==> src/rtl/data_mem_unit_pkg.sv <==
// Shared types and constants for the memory-stage data unit.
// The NB_* defaults match the control unit's data/address sizing.
package data_mem_unit_pkg;

  localparam int NB_DATA_DEF      = 32;
  localparam int NB_ADDR_DEF      = 5;
  localparam int NB_BYTE_ADDR_DEF = 32;

  typedef enum logic {
    ST_CLEAR = 1'b0,
    ST_READY = 1'b1
  } state_e;

  typedef enum logic [1:0] {
    W_BYTE = 2'd0,
    W_HALF = 2'd1,
    W_WORD = 2'd2,
    W_NONE = 2'd3
  } width_e;

  localparam logic [3:0] LANE_MASK_BYTE = 4'b0001;
  localparam logic [3:0] LANE_MASK_HALF = 4'b0011;
  localparam logic [3:0] LANE_MASK_WORD = 4'b1111;

  // Word beats halfword beats byte when several enables are raised together.
  function automatic width_e width_sel(input logic byte_en, input logic half_en,
                                       input logic word_en);
    if (word_en)      return W_WORD;
    else if (half_en) return W_HALF;
    else if (byte_en) return W_BYTE;
    else              return W_NONE;
  endfunction

endpackage

==> src/rtl/data_mem_unit_if.sv <==
// Request/response bundle between the pipeline memory stage and data_mem_unit.
interface data_mem_unit_if #(
  parameter int NB_DATA      = 32,
  parameter int NB_ADDR      = 5,
  parameter int NB_BYTE_ADDR = 32
) ();
  // No backpressure: a request is taken on any edge where the unit is ready,
  // i_enable is high and a read or write is asserted; o_read_valid and
  // o_misaligned are single-cycle pulses registered on that same edge.
  logic                    i_enable;
  logic                    i_mem_read;
  logic                    i_mem_write;
  logic                    i_byte_en;
  logic                    i_halfword_en;
  logic                    i_word_en;
  logic                    i_unsigned;
  logic [NB_BYTE_ADDR-1:0] i_address;
  logic [NB_DATA-1:0]      i_write_data;
  logic [NB_ADDR-1:0]      i_debug_addr;
  logic [NB_DATA-1:0]      o_read_data;
  logic                    o_read_valid;
  logic                    o_misaligned;
  logic                    o_ready;
  logic [NB_DATA-1:0]      o_debug_data;

  modport slave (
    input  i_enable, i_mem_read, i_mem_write, i_byte_en, i_halfword_en,
           i_word_en, i_unsigned, i_address, i_write_data, i_debug_addr,
    output o_read_data, o_read_valid, o_misaligned, o_ready, o_debug_data
  );

  modport master (
    output i_enable, i_mem_read, i_mem_write, i_byte_en, i_halfword_en,
           i_word_en, i_unsigned, i_address, i_write_data, i_debug_addr,
    input  o_read_data, o_read_valid, o_misaligned, o_ready, o_debug_data
  );
endinterface

==> src/rtl/data_mem_unit_lane_align.sv <==
// Little-endian lane merge for stores, lane extract/extend for loads, and
// alignment check. Lane logic is built around a 32-bit, four-byte word.
module mem_lane_align
  import data_mem_unit_pkg::*;
(
  input  width_e      width_i,
  input  logic [1:0]  offset_i,
  input  logic        unsigned_i,
  input  logic [31:0] old_word_i,
  input  logic [31:0] wdata_i,
  output logic [31:0] merged_o,
  output logic [31:0] load_o,
  output logic        misaligned_o
);
  logic [1:0]  lane;
  logic [3:0]  mask;
  logic [31:0] wr_shift;
  logic [31:0] rd_shift;

  always_comb begin
    lane = 2'd0;
    mask = 4'b0000;
    case (width_i)
      W_BYTE: begin lane = offset_i;              mask = LANE_MASK_BYTE << offset_i; end
      W_HALF: begin lane = {offset_i[1], 1'b0};   mask = LANE_MASK_HALF << {offset_i[1], 1'b0}; end
      W_WORD: begin lane = 2'd0;                  mask = LANE_MASK_WORD; end
      default: begin lane = 2'd0;                 mask = 4'b0000; end
    endcase

    wr_shift = wdata_i << {lane, 3'b000};
    rd_shift = old_word_i >> {lane, 3'b000};

    for (int i = 0; i < 4; i++) begin
      merged_o[8*i +: 8] = mask[i] ? wr_shift[8*i +: 8] : old_word_i[8*i +: 8];
    end

    case (width_i)
      W_BYTE:  load_o = {{24{~unsigned_i & rd_shift[7]}}, rd_shift[7:0]};
      W_HALF:  load_o = {{16{~unsigned_i & rd_shift[15]}}, rd_shift[15:0]};
      W_WORD:  load_o = rd_shift;
      default: load_o = 32'd0;
    endcase

    misaligned_o = ((width_i == W_HALF) && offset_i[0]) ||
                   ((width_i == W_WORD) && (offset_i != 2'd0));
  end
endmodule

==> src/rtl/data_mem_unit.sv <==
// Memory-stage data RAM: clears itself after reset, then serves sub-word
// loads/stores from the control unit and a debug read while halted.
module data_mem_unit
  import data_mem_unit_pkg::*;
#(
  parameter int NB_DATA      = NB_DATA_DEF,
  parameter int NB_ADDR      = NB_ADDR_DEF,
  parameter int NB_BYTE_ADDR = NB_BYTE_ADDR_DEF
) (
  input  logic            i_clock,
  input  logic            i_reset,
  data_mem_unit_if.slave  bus,
  output state_e          o_state
);
  localparam int DEPTH = 2 ** NB_ADDR;

  logic [NB_DATA-1:0] mem_q [DEPTH];

  state_e             state_q, state_d;
  logic [NB_ADDR-1:0] cnt_q, cnt_d;
  logic [NB_DATA-1:0] read_data_q, read_data_d;
  logic               read_valid_q, read_valid_d;
  logic               misaligned_q, misaligned_d;
  logic [NB_DATA-1:0] debug_data_q, debug_data_d;

  logic [NB_ADDR-1:0] idx;
  width_e             width;
  logic [NB_DATA-1:0] merged, load_val;
  logic               mis_chk, access, do_store, do_load;
  logic               ram_we;
  logic [NB_ADDR-1:0] ram_waddr;
  logic [NB_DATA-1:0] ram_wdata;
  logic               unused_addr;

  // Upper address bits fold away, so the RAM wraps modulo DEPTH words.
  assign idx         = bus.i_address[NB_ADDR+1:2];
  assign unused_addr = ^bus.i_address[NB_BYTE_ADDR-1:NB_ADDR+2];
  assign width       = width_sel(bus.i_byte_en, bus.i_halfword_en, bus.i_word_en);

  mem_lane_align u_align (
    .width_i      (width),
    .offset_i     (bus.i_address[1:0]),
    .unsigned_i   (bus.i_unsigned),
    .old_word_i   (mem_q[idx]),
    .wdata_i      (bus.i_write_data),
    .merged_o     (merged),
    .load_o       (load_val),
    .misaligned_o (mis_chk)
  );

  assign access   = (state_q == ST_READY) && bus.i_enable &&
                    (bus.i_mem_read || bus.i_mem_write) && (width != W_NONE);
  assign do_store = access && !mis_chk && bus.i_mem_write;
  assign do_load  = access && !mis_chk && bus.i_mem_read && !bus.i_mem_write;

  always_comb begin
    state_d      = state_q;
    cnt_d        = cnt_q;
    ram_we       = 1'b0;
    ram_waddr    = idx;
    ram_wdata    = merged;
    read_data_d  = read_data_q;
    read_valid_d = 1'b0;
    misaligned_d = 1'b0;
    debug_data_d = debug_data_q;
    case (state_q)
      ST_CLEAR: begin
        ram_we    = 1'b1;
        ram_waddr = cnt_q;
        ram_wdata = '0;
        cnt_d     = cnt_q + 1'b1;
        if (cnt_q == NB_ADDR'(DEPTH - 1)) state_d = ST_READY;
      end
      ST_READY: begin
        ram_we       = do_store;
        misaligned_d = access && mis_chk;
        read_valid_d = do_load;
        if (do_load) read_data_d = load_val;
        if (!bus.i_enable) debug_data_d = mem_q[bus.i_debug_addr];
      end
      default: state_d = ST_CLEAR;
    endcase
  end

  always_ff @(posedge i_clock or posedge i_reset) begin
    if (i_reset) begin
      state_q      <= ST_CLEAR;
      cnt_q        <= '0;
      read_data_q  <= '0;
      read_valid_q <= 1'b0;
      misaligned_q <= 1'b0;
      debug_data_q <= '0;
    end else begin
      state_q      <= state_d;
      cnt_q        <= cnt_d;
      read_data_q  <= read_data_d;
      read_valid_q <= read_valid_d;
      misaligned_q <= misaligned_d;
      debug_data_q <= debug_data_d;
    end
  end

  // RAM contents survive reset; only the sweep clears them.
  always_ff @(posedge i_clock) begin
    if (ram_we) mem_q[ram_waddr] <= ram_wdata;
  end

  assign bus.o_read_data  = read_data_q;
  assign bus.o_read_valid = read_valid_q;
  assign bus.o_misaligned = misaligned_q;
  assign bus.o_ready      = (state_q == ST_READY);
  assign bus.o_debug_data = debug_data_q;
  assign o_state          = state_q;
endmodule
==> src/flat_wrapper.sv <==
// flat-port wrapper written by rule: the top's interface ports become plain ports
module data_mem_unit_flat import data_mem_unit_pkg::*;
#(
  parameter int NB_DATA      = NB_DATA_DEF,
  parameter int NB_ADDR      = NB_ADDR_DEF,
  parameter int NB_BYTE_ADDR = NB_BYTE_ADDR_DEF
)
  (i_clock, i_reset, o_state, bus_i_enable, bus_i_mem_read, bus_i_mem_write, bus_i_byte_en, bus_i_halfword_en, bus_i_word_en, bus_i_unsigned, bus_i_address, bus_i_write_data, bus_i_debug_addr, bus_o_read_data, bus_o_read_valid, bus_o_misaligned, bus_o_ready, bus_o_debug_data);
  data_mem_unit_if #(.NB_DATA(NB_DATA), .NB_ADDR(NB_ADDR), .NB_BYTE_ADDR(NB_BYTE_ADDR)) bus_i ();
  input  logic i_clock;
  input  logic i_reset;
  output state_e o_state;
  input wire logic [$bits(bus_i.i_enable)-1:0] bus_i_enable;
  input wire logic [$bits(bus_i.i_mem_read)-1:0] bus_i_mem_read;
  input wire logic [$bits(bus_i.i_mem_write)-1:0] bus_i_mem_write;
  input wire logic [$bits(bus_i.i_byte_en)-1:0] bus_i_byte_en;
  input wire logic [$bits(bus_i.i_halfword_en)-1:0] bus_i_halfword_en;
  input wire logic [$bits(bus_i.i_word_en)-1:0] bus_i_word_en;
  input wire logic [$bits(bus_i.i_unsigned)-1:0] bus_i_unsigned;
  input wire logic [$bits(bus_i.i_address)-1:0] bus_i_address;
  input wire logic [$bits(bus_i.i_write_data)-1:0] bus_i_write_data;
  input wire logic [$bits(bus_i.i_debug_addr)-1:0] bus_i_debug_addr;
  output wire logic [$bits(bus_i.o_read_data)-1:0] bus_o_read_data;
  output wire logic [$bits(bus_i.o_read_valid)-1:0] bus_o_read_valid;
  output wire logic [$bits(bus_i.o_misaligned)-1:0] bus_o_misaligned;
  output wire logic [$bits(bus_i.o_ready)-1:0] bus_o_ready;
  output wire logic [$bits(bus_i.o_debug_data)-1:0] bus_o_debug_data;
  assign bus_i.i_enable = bus_i_enable;
  assign bus_i.i_mem_read = bus_i_mem_read;
  assign bus_i.i_mem_write = bus_i_mem_write;
  assign bus_i.i_byte_en = bus_i_byte_en;
  assign bus_i.i_halfword_en = bus_i_halfword_en;
  assign bus_i.i_word_en = bus_i_word_en;
  assign bus_i.i_unsigned = bus_i_unsigned;
  assign bus_i.i_address = bus_i_address;
  assign bus_i.i_write_data = bus_i_write_data;
  assign bus_i.i_debug_addr = bus_i_debug_addr;
  assign bus_o_read_data = bus_i.o_read_data;
  assign bus_o_read_valid = bus_i.o_read_valid;
  assign bus_o_misaligned = bus_i.o_misaligned;
  assign bus_o_ready = bus_i.o_ready;
  assign bus_o_debug_data = bus_i.o_debug_data;
  data_mem_unit #(.NB_DATA(NB_DATA), .NB_ADDR(NB_ADDR), .NB_BYTE_ADDR(NB_BYTE_ADDR)) u_core (.i_clock(i_clock), .i_reset(i_reset), .bus(bus_i), .o_state(o_state));
endmodule
==> config.mk <==
export PLATFORM = sky130hd
export DESIGN_NAME = data_mem_unit_flat
export DESIGN_NICKNAME = d
export VERILOG_FILES = /design/src/rtl/data_mem_unit_pkg.sv /design/src/rtl/data_mem_unit_if.sv /design/src/rtl/data_mem_unit_lane_align.sv /design/src/rtl/data_mem_unit.sv /design/src/flat_wrapper.sv
export SDC_FILE = /design/constraint.sdc
export NUM_CORES = 1
export LEC_CHECK = 0
export CAP_MARGIN = 20
export CORE_MARGIN = 1
export CORE_UTILIZATION = 35
export CTS_CLUSTER_SIZE = 20
export DETAILED_ROUTE_END_ITERATION = 8
export GPL_TIMING_DRIVEN = 1
export PLACE_DENSITY_LB_ADDON = 0.15
export SYNTH_ARGS = -nofsm -noshare
export SYNTH_HDL_FRONTEND = slang
export SYNTH_HIERARCHICAL = 1
export SYNTH_SLANG_ARGS = --single-unit
==> constraint.sdc <==
create_clock -name i_clock -period 3.85 [get_ports i_clock]
set_input_delay 0.9625 -clock i_clock [delete_from_list [all_inputs] [get_ports i_clock]]
set_output_delay 0.9625 -clock i_clock [all_outputs]
set_load 0.01 [all_outputs]
==> results by group <==
Timing
  • Hold WS: 0.481 ns
  • Worst slew margin: 39.2%
  • PnR worst setup slack: 0.193 ns
  • TNS Setup: 0 ns
  • Endpoints failing setup: 0
  • Final Max Tran Viols: 0
  • Crit path time final: 3.66 ns
  • Worst slew pin tran: 0.912 ns
  • RSZ-0062 raised after global routing: false
  • Final hold vios: 0
  • Fmax: 0.273 GHz
  • Period utilization: 95.0%
  • Clock Skews: 0.0340 ns

Die
  • Die Wd: 387 um
  • Initial core utilization: 35.4%
  • Die Height: 387 um
  • Num ports: 146
  • Die area: 150000 um^2
  • # rows: 140
  • Core footprint: 146000 um^2

Worst setup path
  • Critical Path Fanout Max: 32
  • Critical path startpoint category: primary input
  • Crit path capture type: flop
  • Type of the worst setup path: in2reg
  • Worst EP arrival: 4.27 ns
  • Critical Path RT: 4.47 ns

Detailed routing
  • Drt wl/cell: 34.8 um
  • Vias per Instance: 6.04
  • DR DRC count: 0
  • ANT nets after route: 0
  • Routed wire length: 187000 um
  • Number of DRC markers in iteration 0: 3619
  • DRT Pass-1 Iters: 6
  • Vias: 32500

Clock network
  • CTS Sinks: 1096
  • Clk root buf: clkbuf_16
  • Clock buffer depth: 3
  • CTS Buf Count: 131
  • Post-CTS sizing: 0
  • CTS Hold Bufs: 0
  • Post CTS Setup Buffer Count: 0
  • # H-tree levels: 4
  • TritonCTS clock tree: yes
  • Clock transition at path regs: 0.06 ns
  • Worst-skew pair later-pin latency: 0.79 ns

Power
  • Clock share of power: 40.6%
  • LEAKAGE: 22.0 nW
  • Gate power share: 12.6%
  • Pwr Total: 29.4 mW
  • Switching Share: 25.1%
  • Flop pwr share: 46.7%
  • Switching pwr: 7.36 mW
  • Pint: 22.0 mW
  • Power density over cell area: 462 nW/um^2
  • VDD IR max: 0.000366 V

Yosys
  • Post-synth EDFFs: 1024
  • Synth area leader: edfxtp_1
  • Async SR Flop Fraction: 6.57%
  • Synth Warn #: 6
  • Ys flop type: edfxtp_1
  • Seq cells post-synth: 1096
  • Syn Nets: 3056
  • Post-Synthesis Cells: 2976
  • Most common cell in the netlist: edfxtp_1
  • Mapped Avg Cell Area: 17.4 um^2
  • Seq/Total Area, Yosys: 62.7%
  • Mapped cell area: 51900 um^2
  • Post-synth cell types: 54
  • Top-area cell type share of the netlist area: 59.2%
  • Most frequent cells after synthesis: edfxtp_1, mux2i_1, mux4_2
  • Ranking of synthesized cells by area: edfxtp_1, mux4_2, mux2i_1

Placement
  • Pre-CTS setup slack: -0.481 ns
  • DP HPWL: 118000 um
  • Dpl cell area: 59400 um^2
  • Final GP Congestion: 0.906
  • Placed Cells: 5145
  • Port Buffers: 120

Cells and area
  • Final instance area: 63600 um^2
  • Final std cells w/o fill: 5383
  • P&R area growth vs syn: 22.4%
  • # nets final: 3442
  • Fraction of layout cells with a size suffix above 1: 28.8%
  • Core Util, Final: 43.4%

GRT
  • Global-route wire length before repair: 260000 um
  • Largest net degree at the start of global routing: 64
  • Gr usage total: 24.8%
  • Initial antenna violation count: 7
  • GRT overflow: 0
  • Vias in the first global route: 32800

Hold path
  • Worst min path class: reg2reg

Run
  • Max-Cap Viols: 0

Status
  • Status: completed
[worst max-delay path, stage by stage]
cell	delay, ns
clkdlybuf4s50_1	0.51
a21oi_2	0.14
buf_4	0.16
buf_4	0.19
nor3b_2	0.48
buf_12	0.22
buf_12	0.11
a21oi_1	0.05
a22oi_1	0.72
mux2_2	0.33
and2_1	0.17
buf_12	0.18
[routing by layer]
metal / vias to the layer above / GRT usage, % / wire length (um)
li1: 13300 / - / -
met1: 17400 / 34.4 / 79200
met2: 1534 / 38.6 / 86800
met3: 294 / 5.50 / 15600
met4: 2 / 8.04 / 5740
met5: - / 0 / 171
[kinds of logic (layout without fill, tap and decap cells)]
| logic type | count (synthesis) | in the layout | synth area share, % |
|---|---|---|---|
| flip-flops | 1096 | 1096 | 62.7 |
| multiplexers | 938 | 938 | 26.2 |
| AO/OA/AOI/OAI | 474 | 474 | 6.72 |
| buffers and inverters | 250 | 739 | 2.34 |
| AND/OR/NAND/NOR | 213 | 213 | 1.91 |
| XOR/XNOR | 3 | 3 | 0.0506 |
| adder cells (fa/ha/maj) | 2 | 2 | 0.0482 |
| other | 0 | 1 | 0 |
[worst paths after layout]
check	startpoint	end	slack [ns]	cells after the start
worst max register to register	u_core/mem_q[23][23]$_DFFE_PP_	u_core/bus.o_read_data[25]$_DFFE_PP0P_	0.59	10
worst min-delay path	u_core/bus.o_debug_data[5]$_DFFE_PP0P_	u_core/bus.o_debug_data[5]$_DFFE_PP0P_	0.48	2
max in group asynchronous	i_reset	u_core/bus.o_debug_data[20]$_DFFE_PP0P_	2.28	3
min in group asynchronous	i_reset	u_core/bus.o_debug_data[1]$_DFFE_PP0P_	0.64	2
worst min register to register	u_core/bus.o_debug_data[5]$_DFFE_PP0P_	u_core/bus.o_debug_data[5]$_DFFE_PP0P_	0.48	2
worst max-delay path	bus_i_byte_en	u_core/mem_q[6][25]$_DFFE_PP_	0.19	12
[power by group through the flow]
stage / Sequential [mW] / Clock [mW] / Combinational [mW]
after floorplan: 13.9 / 0 / 1.79
final: 13.7 / 11.9 / 3.71
after global routing: 13.7 / 12.7 / 3.86
after detailed placement: 14.0 / 0 / 3.66
after CTS: 13.7 / 12.2 / 3.67
after global placement: 14.0 / 0 / 3.60
[flip-flops by register name, indices dropped and copies added, names as in the netlist]
register,cells
u_core/bus.o_read_data,32
u_core/bus.o_misaligned,1
u_core/cnt_q,5
u_core/bus.o_read_valid,1
u_core/bus.o_ready,1
u_core/mem_q,1024
u_core/bus.o_debug_data,32
[placed cells by master (no fill, tap or decap), types with 25 or more instances in the layout]
| master | n |
|---|---|
| buf_4 | 217 |
| mux2i_1 | 521 |
| mux2_2 | 58 |
| and2_1 | 40 |
| clkbuf_16 | 132 |
| a221oi_1 | 65 |
| dfrtp_1 | 71 |
| nand2_1 | 89 |
| mux4_2 | 322 |
| a22oi_1 | 152 |
| clkbuf_1 | 30 |
| clkdlybuf4s50_1 | 115 |
| mux2_1 | 32 |
| o41ai_1 | 32 |
| a22o_1 | 64 |
| a21oi_1 | 83 |
| o21ai_0 | 25 |
| edfxtp_1 | 1024 |
| nor2_4 | 33 |
| buf_12 | 157 |
| o22ai_1 | 32 |
[final cells by class]
cell class,count,area (um^2)
fillers,12800,82900
flip-flops and latches,1096,32600
multi-input cells,1630,18400
repair buffers,494,5980
clock buffers,170,3530
well taps,1917,2400
clock inverters,66,603
inverters,9,41.3
diodes,1,2.50
Note: power is estimated with default switching activity, not from simulation.
